## src/rtl/rs_syndrome_calc.sv

```systemverilog
// RS(255,223) syndrome calculator: Horner evaluation of the received polynomial at
// alpha^FCR..alpha^(FCR+NSYM-1), with a double-buffered output bank drained serially.
module rs_syndrome_calc #(
   parameter int         N         = 255,
   parameter int         NSYM      = 32,
   parameter int         FCR       = 1,
   parameter logic [8:0] PRIM_POLY = 9'h11d
) (
   input  logic       clk,
   input  logic       rst_n,
   input  logic       in_valid,
   output logic       in_ready,
   input  logic [7:0] in_data,
   input  logic       in_sop,
   output logic       syn_valid,
   input  logic       syn_ready,
   output logic [7:0] syn_data,
   output logic [4:0] syn_idx,
   output logic       syn_last,
   output logic       cw_err
);

   localparam int             CW       = $clog2(N);
   localparam int             IW       = $clog2(NSYM);
   localparam logic [CW-1:0]  LAST_SYM = CW'(N - 1);
   localparam logic [IW-1:0]  LAST_IDX = IW'(NSYM - 1);

   // Shift-and-add GF(2^8) product; with a constant operand it reduces to an XOR network.
   function automatic logic [7:0] gf_mul(input logic [7:0] a, input logic [7:0] b);
      logic [7:0] p;
      logic [7:0] aa;
      p  = '0;
      aa = a;
      for (int i = 0; i < 8; i++) begin
         if (b[i]) p = p ^ aa;
         aa = aa[7] ? ((aa << 1) ^ PRIM_POLY[7:0]) : (aa << 1);
      end
      return p;
   endfunction

   function automatic logic [7:0] alpha_pow(input int e);
      logic [7:0] r;
      r = 8'h01;
      for (int i = 0; i < e; i++) r = gf_mul(r, 8'h02);
      return r;
   endfunction

   logic [7:0]    acc    [NSYM];
   logic [7:0]    bank   [NSYM];
   logic [7:0]    horner [NSYM];
   logic [CW-1:0] sym_cnt;
   logic [IW-1:0] idx_q;
   logic          bank_full;
   logic          cw_err_q;
   logic          cw_err_next;
   logic          sym_xfer;
   logic          syn_xfer;
   logic          sym_first;
   logic          sym_final;

   for (genvar j = 0; j < NSYM; j++) begin : g_root
      localparam logic [7:0] ROOT = alpha_pow(FCR + j);
      assign horner[j] = gf_mul(acc[j], ROOT) ^ in_data;
   end

   // NOTE: every always_comb output gets a default before any conditional update,
   // so no path leaves it unassigned and no latch is inferred.
   always_comb begin
      cw_err_next = 1'b0;
      for (int j = 0; j < NSYM; j++) cw_err_next = cw_err_next | (|horner[j]);
   end

   // Registered state only: the final drain transfer does not bypass into in_ready.
   assign in_ready  = !((sym_cnt == LAST_SYM) && bank_full);
   assign sym_xfer  = in_valid && in_ready;
   assign syn_xfer  = syn_valid && syn_ready;
   assign sym_first = (sym_cnt == '0) || in_sop;
   assign sym_final = !sym_first && (sym_cnt == LAST_SYM);

   // NOTE: all state here uses non-blocking assignments so every register samples
   // the pre-edge values regardless of statement order.
   always_ff @(posedge clk or negedge rst_n) begin
      if (!rst_n) begin
         // NOTE: accumulator and bank arrays are reset too, so syn_data reads 0x00
         // straight out of reset and a mid-drain reset leaves no stale syndromes.
         for (int j = 0; j < NSYM; j++) begin
            acc[j]  <= '0;
            bank[j] <= '0;
         end
         sym_cnt   <= '0;
         idx_q     <= '0;
         bank_full <= 1'b0;
         cw_err_q  <= 1'b0;
      end else begin
         if (sym_xfer) begin
            if (sym_first) begin
               // First symbol, or in_sop aborting a partial codeword.
               for (int j = 0; j < NSYM; j++) acc[j] <= in_data;
               sym_cnt <= CW'(1);
            end else if (sym_final) begin
               for (int j = 0; j < NSYM; j++) bank[j] <= horner[j];
               cw_err_q <= cw_err_next;
               sym_cnt  <= '0;
            end else begin
               for (int j = 0; j < NSYM; j++) acc[j] <= horner[j];
               sym_cnt <= sym_cnt + 1'b1;
            end
         end

         if (syn_xfer) idx_q <= (idx_q == LAST_IDX) ? '0 : idx_q + 1'b1;

         // A snapshot needs in_ready, which excludes a full bank at the last symbol,
         // so it never coincides with the final drain transfer.
         if (sym_xfer && sym_final)                 bank_full <= 1'b1;
         else if (syn_xfer && (idx_q == LAST_IDX)) bank_full <= 1'b0;
      end
   end

   assign syn_valid = bank_full;
   assign syn_data  = bank[idx_q];
   assign syn_idx   = idx_q;
   assign syn_last  = bank_full && (idx_q == LAST_IDX);
   assign cw_err    = cw_err_q;

endmodule

```

## config.mk

```make
export PLATFORM = sky130hd
export DESIGN_NAME = rs_syndrome_calc
export DESIGN_NICKNAME = d
export VERILOG_FILES = /design/src/rtl/rs_syndrome_calc.sv
export SDC_FILE = /design/constraint.sdc
export NUM_CORES = 2
export LEC_CHECK = 0
export CORE_AREA = 8 8 279 281
export DETAILED_ROUTE_END_ITERATION = 7
export DIE_AREA = 0 0 287 289
export SYNTH_ARGS = -nofsm -noshare
export SYNTH_HDL_FRONTEND = slang
export SYNTH_SLANG_ARGS = --single-unit
```

## constraint.sdc

```tcl
create_clock -name clk -period 5.04 [get_ports clk]
set_input_delay 1.512 -clock clk [delete_from_list [all_inputs] [get_ports clk]]
set_output_delay 1.512 -clock clk [all_outputs]
set_load 0.05 [all_outputs]
```

==> flow_summary_export.csv <==
group,metric,value,unit
synth,synth_edf_count,0,
sta,skew,0.0243,ns
placed_design,routabilityCongestion,0.983,
sta,finalCritPeriodShare,0.954,
power_and_ir_drop,intPower,14.1,mW
global_routing,grt_max_degree,126,
sta,tns,0,ns
routing,drc_errors,0,
critical_path,cp_top_family,"buffers and inverters",
clock_network,holdBufCountCts,0,
clock_network,cts.clk_slew.worst_paths,0.06,ns
global_routing,antenna_found_initial,8,
routing,wl_met1,49900,um
routing,met2_length,51400,um
global_routing,grt_pass1_vias,24900,
synth,synth_top_area_frac,0.405,
die,core,73600,um^2
placed_design,dp_hpwl,84300,um
synth,yosysMostFrequentCell,"nand2_1",
clock_network,cts_tree,"yes",
sta,setup_viol,0,
die,die_area,82900,um^2
synth,synth_commonest_cells,"nand2_1, dfrtp_1, xnor2_1, o21ai_0, clkbuf_1",
routing,vias_per_cell,5.86,
power_and_ir_drop,p_seq_frac,0.253,
synth,synth-main-ff-cell,"dfrtp_1",
routing,first_pass_iters,8,
critical_path,worstPathMaxFanout,16,
clock_network,cts_num_sinks,527,
critical_path,crit_buf_inv,3,
synth,syn_nets,3571,
synth,syn_inst,3553,
critical_path,path_cells,"buf_4, buf_4, mux4_2, o22ai_1, a21oi_1, nand2_1, o21ai_0, buf_12",
critical_path,cp_data_required_time,3.53,ns
clock_network,root_buffer,"clkbuf_16",
finish,fill_cells,6894,
critical_path,cp_data_arrival_time,3.30,ns
status,outcome,"complete, no violations",
routing,wl_met3,11600,um
synth,synthArstFlopShare,1.00,
power_and_ir_drop,powerDensity,718,nW/um^2
synth,synth_seq_cells,527,
die,die_x,287,um
placed_design,place_ws,0.505,ns
power_and_ir_drop,power.share.switching,0.464,
sta,tightest_slew,0.990,ns
global_routing,grt_overflow,0,
finish,final_nets,3509,
synth,synth.avg_cell_area,9.17,um^2
finish,design_area,36600,um^2
sta,timing.fmax,208,MHz
sta,min_period,4.81,ns
sta,maxSlewViolCount,0,
synth,ys_warn_count,0,
global_routing,track_usage,0.283,
finish,drive_gt1_frac,0.0917,
clock_network,post_cts_buffers,0,
synth,ys_seq_area_frac,0.405,
routing,vias,26400,
clock_network,clockBufferDepth,3,
global_routing,grt_pass1_wl,175000,um
synth,netlist_area,32600,um^2
power_and_ir_drop,comb_power_share,0.561,
routing,drtIter0Drc,2866,
placed_design,dpl-instance-area,34400,um^2
routing,ant_nets,0,
finish,area_delta_synth_final,12.3,%
sta,grt_setup_unrepaired,"false",
finish,seq_area,13200,um^2
clock_network,clock_latency,0.60,ns
die,start_util,0.443,
sta,relSlewSlack,0.323,
synth,yosysUniqueCellTypes,68,
clock_network,htreeDepth,3,
power_and_ir_drop,p_clk_frac,0.186,
power_and_ir_drop,p_switching,12.2,mW
die,ios,30,
critical_path,cp-end-kind,"output port",
clock_network,cts_resized,0,
min_path,hold_class,"reg2reg",
clock_network,cts_buffers,66,
critical_path,worst_path_most_repeated_cell,"buf_4",
critical_path,start_kind,"flip-flop",
die,die_h,289,um
routing,top_layer,"met5",
routing,drt_wl_total,118000,um
critical_path,crit_slowest_cell,"dfrtp_4",
critical_path,critPathMaxStageDelay,0.62,ns
die,row_count,100,
power_and_ir_drop,ir_drop,0.000269,V
run,maxCapViolations,0,
routing,wl_per_cell,26.2,um
placed_design,port_buffers,29,
finish,multi_input_area,18200,um^2
power_and_ir_drop,p_leak,15.3,nW
critical_path,criticalPathCategory,"reg2out",
synth,synth.area.top_cells,"dfrtp_1, xnor2_1, nand2_1",
sta,hold_violations,0,
synth,synth_top_area_cell,"dfrtp_1",
sta,fin_ws,0.230,ns
-- per-stage QoR --
stage	cells	util	power [mW]	hold slack, ns
floorplan	3553	-	16.2	0.433
global placement	4392	0.468	21.0	0.444
detailed placement	4392	0.468	21.0	0.450
CTS	4503	0.497	26.0	0.463
global route	4504	0.497	27.5	0.484
finish	4506	0.498	26.3	0.459
-- cell families (layout without fill, tap and decap cells) --
kind of cell | after synthesis | after routing | synth area share
flops | 527 | 527 | 0.405
simple gates | 1092 | 1092 | 0.140
compound gates | 738 | 738 | 0.133
xor+xnor | 747 | 747 | 0.226
mux | 134 | 134 | 0.0560
fa+ha+maj | 5 | 5 | 0.00192
other cells | 0 | 3 | 0
buf+inv | 310 | 291 | 0.0377
-- flip-flops by register name, indices dropped and copies added (netlist names) --
register   count
cw_err         1
acc          256
syn_valid      1
bank         256
syn_idx        5
sym_cnt        8
-- routing by layer --
metal | track usage | vias to the layer above
met5 | 0 | -
met4 | 0.112 | 8
met3 | 0.0559 | 235
met2 | 0.423 | 1245
met1 | 0.400 | 13100
li1 | - | 11900
-- layout by cell type (no fill, tap or decap), types with 25 or more instances in the layout --
master     instances
xnor2_1          508
dfrtp_1          525
xnor3_1           56
mux2i_1           89
clkbuf_16         71
o22ai_1           28
a21oi_1           79
nand3_1           34
o21ai_0          416
nand2_1          728
o221ai_1          41
buf_4            113
buf_12            36
mux4_2            38
nand4_1           26
xor2_1           177
a31oi_1           31
nor2_1           179
o21a_1            27
o211ai_1          25
-- final timing paths --
| kind | startpoint | endpoint | slack [ns] | cells past startpoint |
|---|---|---|---|---|
| hold / removal | bank[231] | bank[231] | 0.46 | 2 |
| setup reg to reg | acc[34] | cw_err | 1.59 | 8 |
| hold reg to reg | bank[231] | bank[231] | 0.46 | 2 |
| setup / recovery | syn_idx[0] | syn_data[6] | 0.23 | 8 |
| min in group asynchronous | rst_n | acc[69] | 0.98 | 1 |
| max in group asynchronous | rst_n | acc[178] | 3.00 | 2 |
-- worst min-delay path: stages, from the launching register on --
cell and delay, ns:
dfrtp_1 0.33, nand2_1 0.05, nand2_1 0.05
-- power by group through the flow --
| stage | sequential, mW | clock (mW) | combinational (mW) |
|---|---|---|---|
| after detailed placement | 6.69 | 0 | 14.3 |
| after global routing | 6.80 | 5.10 | 15.6 |
| final | 6.65 | 4.90 | 14.7 |
| after floorplan | 5.92 | 0 | 10.3 |
| after CTS | 6.63 | 4.93 | 14.5 |
| after global placement | 6.68 | 0 | 14.3 |
-- area by class of cell --
class / instances / area share
multi-input cells: 2716 / 0.498
flip-flops and latches: 527 / 0.360
clock buffers: 99 / 0.0552
repair buffers: 166 / 0.0471
well taps: 969 / 0.0331
clock inverters: 12 / 0.00468
inverters: 14 / 0.00144
diodes: 3 / 0.000205
(Power assumes the default switching activity.)
